File: src/rtl/fixed4_pkg.sv
// Shared types for the fixed-4 column accumulator: FSM states, result-buffer
// entry tag and the psum width helper.
package fixed4_pkg;

    typedef enum logic [1:0] {
        ST_IDLE,
        ST_ACCUM,
        ST_FLUSH
    } state_t;

    // Flags stored in front of the ACC_WIDTH data word in each buffer entry.
    typedef struct packed {
        logic partial;
        logic sat;
    } entry_tag_t;

    localparam int ENTRY_TAG_W = 2;

    function automatic int psum_width(input int col_width);
        return 2 * col_width;
    endfunction

endpackage

File: src/rtl/fixed4_acc_fifo2.sv
// Two-entry valid/ready FIFO; head entry is always presented on head_o.
module fixed4_acc_fifo2 #(
    parameter int WIDTH = 8
) (
    input  logic             clk,
    input  logic             rst,
    input  logic             push_i,
    input  logic [WIDTH-1:0] push_data_i,
    input  logic             pop_i,
    output logic [WIDTH-1:0] head_o,
    output logic             valid_o,
    output logic [1:0]       count_o
);

    logic [WIDTH-1:0] head_q;
    logic [WIDTH-1:0] tail_q;
    logic [1:0]       count_q;
    logic             do_pop;
    logic             do_push;
    logic             write_tail;

    assign do_pop     = pop_i && (count_q != 2'd0);
    assign do_push    = push_i && ((count_q != 2'd2) || do_pop);
    // Slot for the new entry is chosen by how many entries survive the pop.
    assign write_tail = (count_q - {1'b0, do_pop}) != 2'd0;

    always_ff @(posedge clk) begin
        if (rst) begin
            head_q  <= '0;
            tail_q  <= '0;
            count_q <= 2'd0;
        end else begin
            if (do_pop) begin
                head_q <= tail_q;
            end
            if (do_push) begin
                if (write_tail) begin
                    tail_q <= push_data_i;
                end else begin
                    head_q <= push_data_i;
                end
            end
            count_q <= count_q + {1'b0, do_push} - {1'b0, do_pop};
        end
    end

    assign head_o  = head_q;
    assign valid_o = count_q != 2'd0;
    assign count_o = count_q;

endmodule

File: src/rtl/fixed4_col_accum.sv
// Column-bottom accumulator: sums a programmable number of psums per group with
// saturation, and hands results to writeback through a 2-entry buffer.
module fixed4_col_accum
    import fixed4_pkg::*;
#(
    parameter int COL_WIDTH = 11,
    parameter int ACC_WIDTH = 32,
    parameter int PASS_BITS = 4
) (
    input  logic                   clk,
    input  logic                   rst,
    input  logic                   cfg_start,
    input  logic [PASS_BITS-1:0]   cfg_passes,
    input  logic                   cfg_signed,
    input  logic                   cfg_flush,
    input  logic                   psum_valid,
    output logic                   psum_ready,
    input  logic [2*COL_WIDTH-1:0] psum_in,
    output logic                   out_valid,
    input  logic                   out_ready,
    output logic [ACC_WIDTH-1:0]   out_data,
    output logic                   out_sat,
    output logic                   out_partial,
    output logic                   busy
);

    localparam int PSUM_W  = psum_width(COL_WIDTH);
    localparam int ENTRY_W = ACC_WIDTH + ENTRY_TAG_W;
    localparam logic [PASS_BITS-1:0] PASS_ONE = {{(PASS_BITS-1){1'b0}}, 1'b1};

    state_t                 state_q;
    logic [ACC_WIDTH-1:0]   acc_q;
    logic [PASS_BITS-1:0]   cnt_q;
    logic [PASS_BITS-1:0]   passes_q;
    logic                   signed_q;
    logic                   sat_q;

    logic [1:0]             fifo_count;
    logic [ENTRY_W-1:0]     fifo_head;
    logic [ENTRY_W-1:0]     push_entry;
    logic                   push;
    logic                   accept;
    logic                   last_beat;
    logic [ACC_WIDTH:0]     ext;
    logic [ACC_WIDTH:0]     acc_ext;
    logic [ACC_WIDTH:0]     sum;
    logic [ACC_WIDTH-1:0]   clamped;
    logic                   clamp_hit;
    entry_tag_t             push_tag;
    entry_tag_t             head_tag;

    assign psum_ready = (state_q == ST_ACCUM) && (fifo_count != 2'd2);
    assign accept     = psum_valid && psum_ready;
    assign last_beat  = cnt_q == (passes_q - PASS_ONE);

    assign ext = signed_q ? {{(ACC_WIDTH+1-PSUM_W){psum_in[PSUM_W-1]}}, psum_in}
                          : {{(ACC_WIDTH+1-PSUM_W){1'b0}}, psum_in};
    assign acc_ext = signed_q ? {acc_q[ACC_WIDTH-1], acc_q} : {1'b0, acc_q};
    assign sum     = acc_ext + ext;

    // Signed overflow shows as the two top bits disagreeing; unsigned as a carry.
    always_comb begin
        clamped   = sum[ACC_WIDTH-1:0];
        clamp_hit = 1'b0;
        if (signed_q) begin
            if (sum[ACC_WIDTH] != sum[ACC_WIDTH-1]) begin
                clamp_hit = 1'b1;
                clamped   = sum[ACC_WIDTH] ? {1'b1, {(ACC_WIDTH-1){1'b0}}}
                                           : {1'b0, {(ACC_WIDTH-1){1'b1}}};
            end
        end else if (sum[ACC_WIDTH]) begin
            clamp_hit = 1'b1;
            clamped   = '1;
        end
    end

    always_comb begin
        push             = 1'b0;
        push_tag.partial = 1'b0;
        push_tag.sat     = sat_q | clamp_hit;
        push_entry       = {push_tag, clamped};
        if (accept && last_beat) begin
            push = 1'b1;
        end else if ((state_q == ST_FLUSH) && (cnt_q != '0) && (fifo_count != 2'd2)) begin
            push             = 1'b1;
            push_tag.partial = 1'b1;
            push_tag.sat     = sat_q;
            push_entry       = {push_tag, acc_q};
        end
    end

    always_ff @(posedge clk) begin
        if (rst) begin
            state_q  <= ST_IDLE;
            acc_q    <= '0;
            cnt_q    <= '0;
            passes_q <= PASS_ONE;
            signed_q <= 1'b0;
            sat_q    <= 1'b0;
        end else begin
            case (state_q)
                ST_IDLE: begin
                    if (cfg_start) begin
                        passes_q <= (cfg_passes == '0) ? PASS_ONE : cfg_passes;
                        signed_q <= cfg_signed;
                        acc_q    <= '0;
                        cnt_q    <= '0;
                        sat_q    <= 1'b0;
                        state_q  <= ST_ACCUM;
                    end
                end
                ST_ACCUM: begin
                    if (accept) begin
                        if (last_beat) begin
                            acc_q <= '0;
                            cnt_q <= '0;
                            sat_q <= 1'b0;
                        end else begin
                            acc_q <= clamped;
                            cnt_q <= cnt_q + PASS_ONE;
                            sat_q <= sat_q | clamp_hit;
                        end
                    end
                    if (cfg_flush) begin
                        state_q <= ST_FLUSH;
                    end
                end
                ST_FLUSH: begin
                    if (cnt_q == '0) begin
                        state_q <= ST_IDLE;
                    end else if (fifo_count != 2'd2) begin
                        acc_q   <= '0;
                        cnt_q   <= '0;
                        sat_q   <= 1'b0;
                        state_q <= ST_IDLE;
                    end
                end
                default: state_q <= ST_IDLE;
            endcase
        end
    end

    fixed4_acc_fifo2 #(
        .WIDTH(ENTRY_W)
    ) u_fifo (
        .clk         (clk),
        .rst         (rst),
        .push_i      (push),
        .push_data_i (push_entry),
        .pop_i       (out_ready),
        .head_o      (fifo_head),
        .valid_o     (out_valid),
        .count_o     (fifo_count)
    );

    assign head_tag    = entry_tag_t'(fifo_head[ENTRY_W-1 -: ENTRY_TAG_W]);
    assign out_data    = fifo_head[ACC_WIDTH-1:0];
    assign out_sat     = head_tag.sat;
    assign out_partial = head_tag.partial;
    assign busy        = (state_q != ST_IDLE) || (fifo_count != 2'd0);

endmodule

File: config.mk
export PLATFORM = sky130hd
export DESIGN_NAME = fixed4_col_accum
export DESIGN_NICKNAME = d
export VERILOG_FILES = /design/src/rtl/fixed4_pkg.sv /design/src/rtl/fixed4_acc_fifo2.sv /design/src/rtl/fixed4_col_accum.sv
export SDC_FILE = /design/constraint.sdc
export NUM_CORES = 1
export LEC_CHECK = 0
export CAP_MARGIN = 20
export CORE_MARGIN = 1.5
export CORE_UTILIZATION = 60
export CTS_BUF_LIST = sky130_fd_sc_hd__clkbuf_8
export CTS_CLUSTER_SIZE = 25
export DETAILED_ROUTE_END_ITERATION = 10
export PLACE_DENSITY = 0.95
export SETUP_SLACK_MARGIN = 0.15
export SLEW_MARGIN = 20
export SYNTH_ARGS = -nofsm -noshare
export SYNTH_HDL_FRONTEND = slang
export SYNTH_SLANG_ARGS = --single-unit
File: constraint.sdc
create_clock -name clk -period 7 [get_ports clk]
set_input_delay 1.75 -clock clk [delete_from_list [all_inputs] [get_ports clk]]
set_output_delay 1.75 -clock clk [all_outputs]
set_load 0.01 [all_outputs]
==> results of run 1 <==
## per-layer routing
metal	vias up	share of wire, %	global-route usage (%)
li1	3524	-	-
met5	-	0	0
met3	47	7.9	6.83
met1	3580	44	45.7
met4	0	2.1	12.1
met2	337	46	55.1
## worst paths after layout
path / from / endpoint / cells after the start
setup / recovery: psum_in[0] / u_fifo.tail_q[16]$_SDFFE_PP0P_ / 16
hold reg to reg: u_fifo.tail_q[17]$_SDFFE_PP0P_ / u_fifo.tail_q[17]$_SDFFE_PP0P_ / 2
setup reg to reg: acc_q[0]$_SDFFE_PP0P_ / u_fifo.tail_q[16]$_SDFFE_PP0P_ / 15
hold / removal: u_fifo.tail_q[17]$_SDFFE_PP0P_ / u_fifo.tail_q[17]$_SDFFE_PP0P_ / 2
## synth_stat cells (4+ instances only)
| master | n |
|---|---|
| a211o_1 | 19 |
| a211oi_1 | 13 |
| a21o_1 | 41 |
| a21oi_1 | 81 |
| a221oi_1 | 13 |
| a22o_1 | 4 |
| a2bb2oi_1 | 4 |
| a311oi_1 | 17 |
| a31o_2 | 5 |
| a31oi_1 | 8 |
| and2_1 | 9 |
| and3_1 | 12 |
| and4_1 | 4 |
| buf_1 | 8 |
| buf_2 | 5 |
| clkbuf_1 | 62 |
| dfxtp_1 | 114 |
| ha_1 | 29 |
| inv_1 | 19 |
| mux2i_1 | 38 |
| nand2_1 | 83 |
| nand2b_1 | 9 |
| nand3_1 | 29 |
| nand3b_1 | 5 |
| nand4_1 | 7 |
| nor2_1 | 73 |
| nor2b_1 | 8 |
| nor3_1 | 46 |
| nor3b_1 | 14 |
| nor4_1 | 4 |
| o21a_1 | 8 |
| o21ai_0 | 50 |
| o21ai_1 | 7 |
| o311ai_0 | 4 |
| or3_1 | 8 |
| xnor2_1 | 20 |
| xor2_1 | 11 |
## cell type report
type                            count  area (um^2)
Sequential cell                   114         2280
Timing Repair Buffer               87          821
Clock buffer                       19          262
Fill cell                         906         3480
Inverter                           20         75.1
Multi-Input combinational cell    730         4760
Tap cell                          147          184
Clock inverter                     13          143
## where the power goes
part	leakage (nW)	internal, W	switching [W]
sequential	0.921	0.000684	0.0000296
clock	0.219	0.000364	0.000279
combinational	2.56	0.000195	0.000298
## cells by family after synthesis
kind of cell               count (synthesis)  synth area share [%]
adders and majority gates                 30                  5.17
AOI/OAI and AO/OA                        304                  27.8
DFF                                      114                  30.8
buffers and inverters                     96                  5.05
and+or+nand+nor                          324                  21.7
muxes                                     41                  5.79
xor gates and xnor gates                  31                  3.66
## worst min-delay path, cell delays in order (launching register included)
cell	delay, ns
dfxtp_1	0.32
nand2_1	0.05
a21oi_1	0.05
## flip-flops by register name, summed over array words and instances, names as in the netlist
signal	flops
u_fifo.head_o	34
u_fifo.count_o	2
cnt_q	4
acc_q	32
sat_q	1
state_q	2
u_fifo.tail_q	34
passes_q	4
signed_q	1
## per-stage QoR
stage / hold slack [ns] / worst slack, ns / area [um^2]
global placement: 0.438 / 0.604 / 8130
finish: 0.456 / 0.841 / 8530
global route: 0.478 / 0.552 / 8530
CTS: 0.454 / 0.918 / 8530
detailed placement: 0.444 / 0.493 / 8130
floorplan: 0.430 / 1.28 / 7410
==> flow_summary_export.csv, run 1 <==
group,metric,value,unit
clocking,cts_tree,"built",
power_and_ir_drop,ir_worst_vdd,0.169,mV
power_and_ir_drop,p_per_area,217,mW/mm^2
synth,synth_edf_count,0,
synth,synth_area_leaders,"dfxtp_1, a21oi_1, mux2i_1",
drt,num_vias,7488,
worst_setup_path,cpMostUsedCell,"ha_1",
synth,synth_top_area_share,30.8,%
die,start_util,61.7,%
finish,fin_nets,1033,
worst_setup_path,r2r_setup_slack,2.24,ns
clocking,ctsHoldBuffers,0,
synth,yosys_register_bits,114,
clocking,cts-root-buf,"clkbuf_8",
drt,drc_errors,0,
worst_setup_path,crit_family,"compound AO/OA/AOI/OAI gates",
placement,hpwl,15000,um
clocking,htreeDepth,4,
synth,synth_area,0.00741,mm^2
finish,layout-drive-gt1-share,7.32,%
finish,area_growth_syn_to_layout,15.1,%
timing,setup-tns-final,0,ns
drt,ant_nets,0,
worst_setup_path,path_max_fanout,17,
drt,first_pass_iters,5,
global_routing,grt_pass1_wl,35100,um
flow_run,maxCapViolations,0,
drt,routed_wl,21700,um
worst_setup_path,worst_setup_path_end_kind,"register",
clocking,clk_pin_slew,0.08,ns
global_routing,antenna_found_initial,0,
finish,fin_util,71.0,%
die,die_w,114,um
timing,slew_violations,0,
timing,grt_setup_unrepaired,"no",
drt,avgRoutedWirePerCell,19.2,um
timing,hold_viol_final,0,
die,core_area,0.0120,mm^2
timing,worst_pin_slew,1.03,ns
min_path,hold_class,"reg -> reg",
worst_setup_path,slowest_stage,"nor3_2",
synth,ys_seq_area_share,30.8,%
die,fp.dieH,114,um
global_routing,grt_overflow_total,0,
synth,yosysWarningCount,0,
clocking,cts_buffers,17,
synth,syn_nets,1003,
die,design.die.area,0.0130,mm^2
worst_setup_path,critical_path_class,"in -> reg",
synth,avgSynthCellArea,7.88,um^2
run_status,outcome,"complete, no violations",
worst_setup_path,crit_buf_inv,2,
worst_setup_path,crit_chain,"clkdlybuf4s50_1 -> ha_1 -> inv_1 -> fa_1 -> nand2b_1 -> a211oi_2 -> o21bai_4 -> a2111o_1 -> o21ba_1 -> xnor2_1 -> ha_1 -> nand2_1 -> nor2_1 -> mux2_4 -> nor3_2 -> a221oi_1",
clocking,cts_resized,0,
worst_setup_path,crit_path_max_incr_delay,0.71,ns
clocking,cts.sinks,114,
timing,clock_skew,0.0162,ns
clocking,clk_latency,0.46,ns
clocking,cts_setup_buffers,0,
timing,period_needed,6.16,ns
finish,most-common-layout-cells,"dfxtp_1, nand2_1, a21oi_1",
global_routing,grt_start_max_net_pins,101,
timing,clock.fmax,0.162,GHz
worst_setup_path,worst_setup_path_start_kind,"input port",
finish,layout_commonest_cell,"dfxtp_1",
drt,avgViaCountPerCell,6.63,
clocking,clockBufferDepth,2,
power_and_ir_drop,power_leakage,3.70,nW
timing,setup-violations-final,0,
worst_setup_path,required,7.27,ns
power_and_ir_drop,total_power,0.00185,W
synth,synth-main-ff-cell,"dfxtp_1",
global_routing,grt_pass1_vias,7042,
synth,ys_types,72,
timing,max_slew_margin,31.6,%
die,ios,70,
placement,dp.cells,1098,
worst_setup_path,cp_data_arrival_time,6.43,ns
finish,fin_cells,1130,
synth,syn_inst,940,
placement,gp_congestion,0.929,
global_routing,grt_usage,34.2,%
die,rows,40,
finish,antennaDiodeCount,0,
synth,synth_top_cell_by_area,"dfxtp_1",
timing,fin_crit_sh,88.0,%
placement,port-buffer-count,69,
drt,drt_iter0_markers,834,
synth,async_flop_share,0,%
Note: power is estimated with default switching activity, not from simulation.
==> run 2: changes to the inputs <==
--- a/config.mk
+++ b/config.mk
@@ -17,3 +17,4 @@
 export SYNTH_ARGS = -nofsm -noshare
 export SYNTH_HDL_FRONTEND = slang
 export SYNTH_SLANG_ARGS = --single-unit
+export TNS_END_PERCENT = 100
==> results of run 2 <==
The final DEF is identical to that of run 1; final timing and power are the same.
==> run 3: changes to the inputs <==
--- a/config.mk
+++ b/config.mk
@@ -11,10 +11,12 @@
 export CTS_BUF_LIST = sky130_fd_sc_hd__clkbuf_8
 export CTS_CLUSTER_SIZE = 25
 export DETAILED_ROUTE_END_ITERATION = 10
+export GPL_ROUTABILITY_DRIVEN = 0
 export PLACE_DENSITY = 0.95
 export SETUP_SLACK_MARGIN = 0.15
 export SLEW_MARGIN = 20
 export SYNTH_ARGS = -nofsm -noshare
 export SYNTH_HDL_FRONTEND = slang
+export SYNTH_HIERARCHICAL = 1
 export SYNTH_SLANG_ARGS = --single-unit
 export TNS_END_PERCENT = 100
==> constraint.sdc (replaced) <==
create_clock -name clk -period 7.1 [get_ports clk]
set_input_delay 1.775 -clock clk [delete_from_list [all_inputs] [get_ports clk]]
set_output_delay 1.775 -clock clk [all_outputs]
set_load 0.01 [all_outputs]
==> run 3 against run 2 <==
  * Global-route usage is 0.39 points lower
  * Power is 4.2% higher
  * Flip-flop and latch count stayed put
  * Largest cell class unchanged
  * First-iteration DRC count is 33% higher
  * Critical path type unchanged
  * Design area is 0.16% lower
==> flow_summary_export.csv, run 3 <==
group,metric,value,unit
placement,hpwl,13400,um
die,core_area,0.0120,mm^2
clocking,cts_buffers,17,
global_routing,antenna_found_initial,0,
clocking,cts.sinks,114,
timing,max_slew_margin,27.3,%
global_routing,grt_pass1_wl,34800,um
global_routing,grt_pass1_vias,6876,
synth,syn_inst,894,
timing,setup-violations-final,0,
clocking,clk_pin_slew,0.07,ns
drt,routed_wl,21800,um
clocking,cts-root-buf,"clkbuf_8",
timing,clock.fmax,0.158,GHz
clocking,ctsHoldBuffers,0,
timing,grt_setup_unrepaired,"no",
clocking,htreeDepth,4,
drt,avgRoutedWirePerCell,19.9,um
power_and_ir_drop,p_sw,0.000591,W
drt,ant_nets,0,
worst_setup_path,slowest_stage,"clkdlybuf4s50_1",
drt,avgViaCountPerCell,6.71,
worst_setup_path,crit_buf_inv,2,
finish,area_growth_syn_to_layout,15.9,%
power_and_ir_drop,intPower,0.00134,W
synth,synthTopCellsByCount,"nand2_1, dfxtp_1, nand2b_1",
run_status,outcome,"complete, no violations",
power_and_ir_drop,swShare,30.7,%
clocking,cts_resized,0,
timing,setup-tns-final,0,ns
die,ios,70,
finish,layout_commonest_cell,"nand2_1",
timing,fin_hold_ws,0.476,ns
power_and_ir_drop,power_leakage,3.21,nW
worst_setup_path,path_max_fanout,25,
clocking,clockBufferDepth,2,
synth,synth_area_leaders,"dfxtp_1, nand2b_1, a311oi_2",
finish,antennaDiodeCount,0,
worst_setup_path,worst_setup_path_start_kind,"input port",
die,die_w,114,um
clocking,clk_latency,0.45,ns
timing,slew_violations,0,
die,design.die.area,0.0129,mm^2
finish,most-common-layout-cells,"nand2_1, dfxtp_1, nand2b_1",
synth,async_flop_share,0,%
die,start_util,61.4,%
worst_setup_path,cp_data_arrival_time,6.62,ns
synth,synth_edf_count,0,
die,fp.dieH,114,um
global_routing,grt_overflow_total,0,
synth,synth_area,0.00735,mm^2
flow_run,maxCapViolations,0,
timing,period_needed,6.32,ns
synth,synth-main-ff-cell,"dfxtp_1",
worst_setup_path,crit_family,"compound AO/OA/AOI/OAI gates",
timing,fin_crit_sh,89.1,%
synth,synth_top_cell_by_area,"dfxtp_1",
power_and_ir_drop,pwr-share-seq,36.5,%
power_and_ir_drop,ir_worst_vdd,0.156,mV
clocking,cts_tree,"built",
drt,first_pass_iters,9,
synth,ys_seq_area_share,31.1,%
synth,yosys_register_bits,114,
finish,fin_util,71.2,%
finish,fin_nets,996,
timing,worst_pin_slew,1.09,ns
synth,avgSynthCellArea,8.22,um^2
synth,yosys.cell_count.top_type,"nand2_1",
global_routing,grt_usage,33.8,%
timing,clock_skew,0.0109,ns
placement,port-buffer-count,69,
worst_setup_path,crit_chain,"clkdlybuf4s50_1 -> ha_1 -> inv_1 -> fa_1 -> nand2b_1 -> a21oi_1 -> o21ai_1 -> a21oi_2 -> a31oi_4 -> o21ai_2 -> xor2_1 -> ha_1 -> nand2_1 -> nand2_1 -> nand2b_1 -> o21a_1 -> nand2_2 -> a31oi_1 -> a21oi_1 -> nor3_1 -> a311oi_2",
drt,drt_iter0_markers,1107,
clocking,cts_setup_buffers,0,
finish,layout-drive-gt1-share,10.3,%
synth,yosysWarningCount,6,
worst_setup_path,critical_path_class,"in -> reg",
power_and_ir_drop,combPwrFrac,23.8,%
timing,hold_viol_final,0,
power_and_ir_drop,p_per_area,226,mW/mm^2
worst_setup_path,required,7.39,ns
min_path,hold_class,"reg -> reg",
synth,ys_types,68,
power_and_ir_drop,p_clk_share,39.7,%
die,rows,40,
synth,syn_nets,956,
drt,num_vias,7338,
drt,drc_errors,0,
worst_setup_path,crit_path_max_incr_delay,0.48,ns
global_routing,grt_start_max_net_pins,118,
synth,synth_top_area_share,31.1,%
worst_setup_path,worst_setup_path_end_kind,"register",
run 3: logic make-up after synthesis:
family	share of synthesized area, %
xor+xnor	4.26
fa+ha+maj	5.04
simple gates	23.1
mux	7.42
buf+inv	4.95
flops	31.1
compound gates	24.1
run 3: per-stage QoR:
stage                     area (um^2)  std cells  setup WS (ns)  total power (W)
after floorplan                  7350        894           1.72          0.00100
after global placement           8010       1062          0.857          0.00114
after detailed placement         8010       1062          0.585          0.00115
after CTS                        8510       1094          0.976          0.00191
after global routing             8520       1094          0.578          0.00198
final                            8520       1094          0.776          0.00193
run 3: path summary, 6_finish.rpt:
check	from	end	slack, ns	cells past startpoint
worst max-delay path	psum_in[0]	u_fifo/head_o[2]$_SDFF_PP0_	0.78	21
worst min-delay path	u_fifo/tail_q[6]$_SDFFE_PP0P_	u_fifo/tail_q[6]$_SDFFE_PP0P_	0.48	2
worst max register to register	acc_q[12]$_SDFFE_PP0P_	u_fifo/head_o[2]$_SDFF_PP0_	2.15	18
worst min register to register	u_fifo/tail_q[6]$_SDFFE_PP0P_	u_fifo/tail_q[6]$_SDFFE_PP0P_	0.48	2
run 3: worst min-delay path, delay by kind of cell (launching register included):
family	cells	cell delay, ns
mux	1	0.06
simple gates	1	0.06
flops	1	0.31
run 3: layout make-up:
| cell class | instances | area, um^2 |
|---|---|---|
| clock buffer | 21 | 289 |
| clock inverter | 11 | 206 |
| fill | 792 | 3440 |
| inverter | 19 | 71.3 |
| multi-input combinational | 703 | 4720 |
| sequential | 114 | 2280 |
| tap | 147 | 184 |
| timing repair buffer | 79 | 767 |
run 3: power groups by stage:
stage | Combinational, W | Clock (W) | Sequential, W
2_1_floorplan | 0.000288 | 0 | 0.000712
3_3_place_gp | 0.000422 | 0 | 0.000715
3_5_place_dp | 0.000432 | 0 | 0.000716
4_1_cts | 0.000443 | 0.000760 | 0.000703
5_1_grt | 0.000483 | 0.000792 | 0.000708
6_report | 0.000458 | 0.000766 | 0.000704
run 3: metal layers:
layer / vias to the layer above / wire, um / track usage, %
li1: 3283 / - / -
met1: 3371 / 8860 / 45.4
met2: 572 / 9580 / 50.5
met3: 112 / 2510 / 9.25
met4: 0 / 843 / 15.8
met5: - / 0 / 0
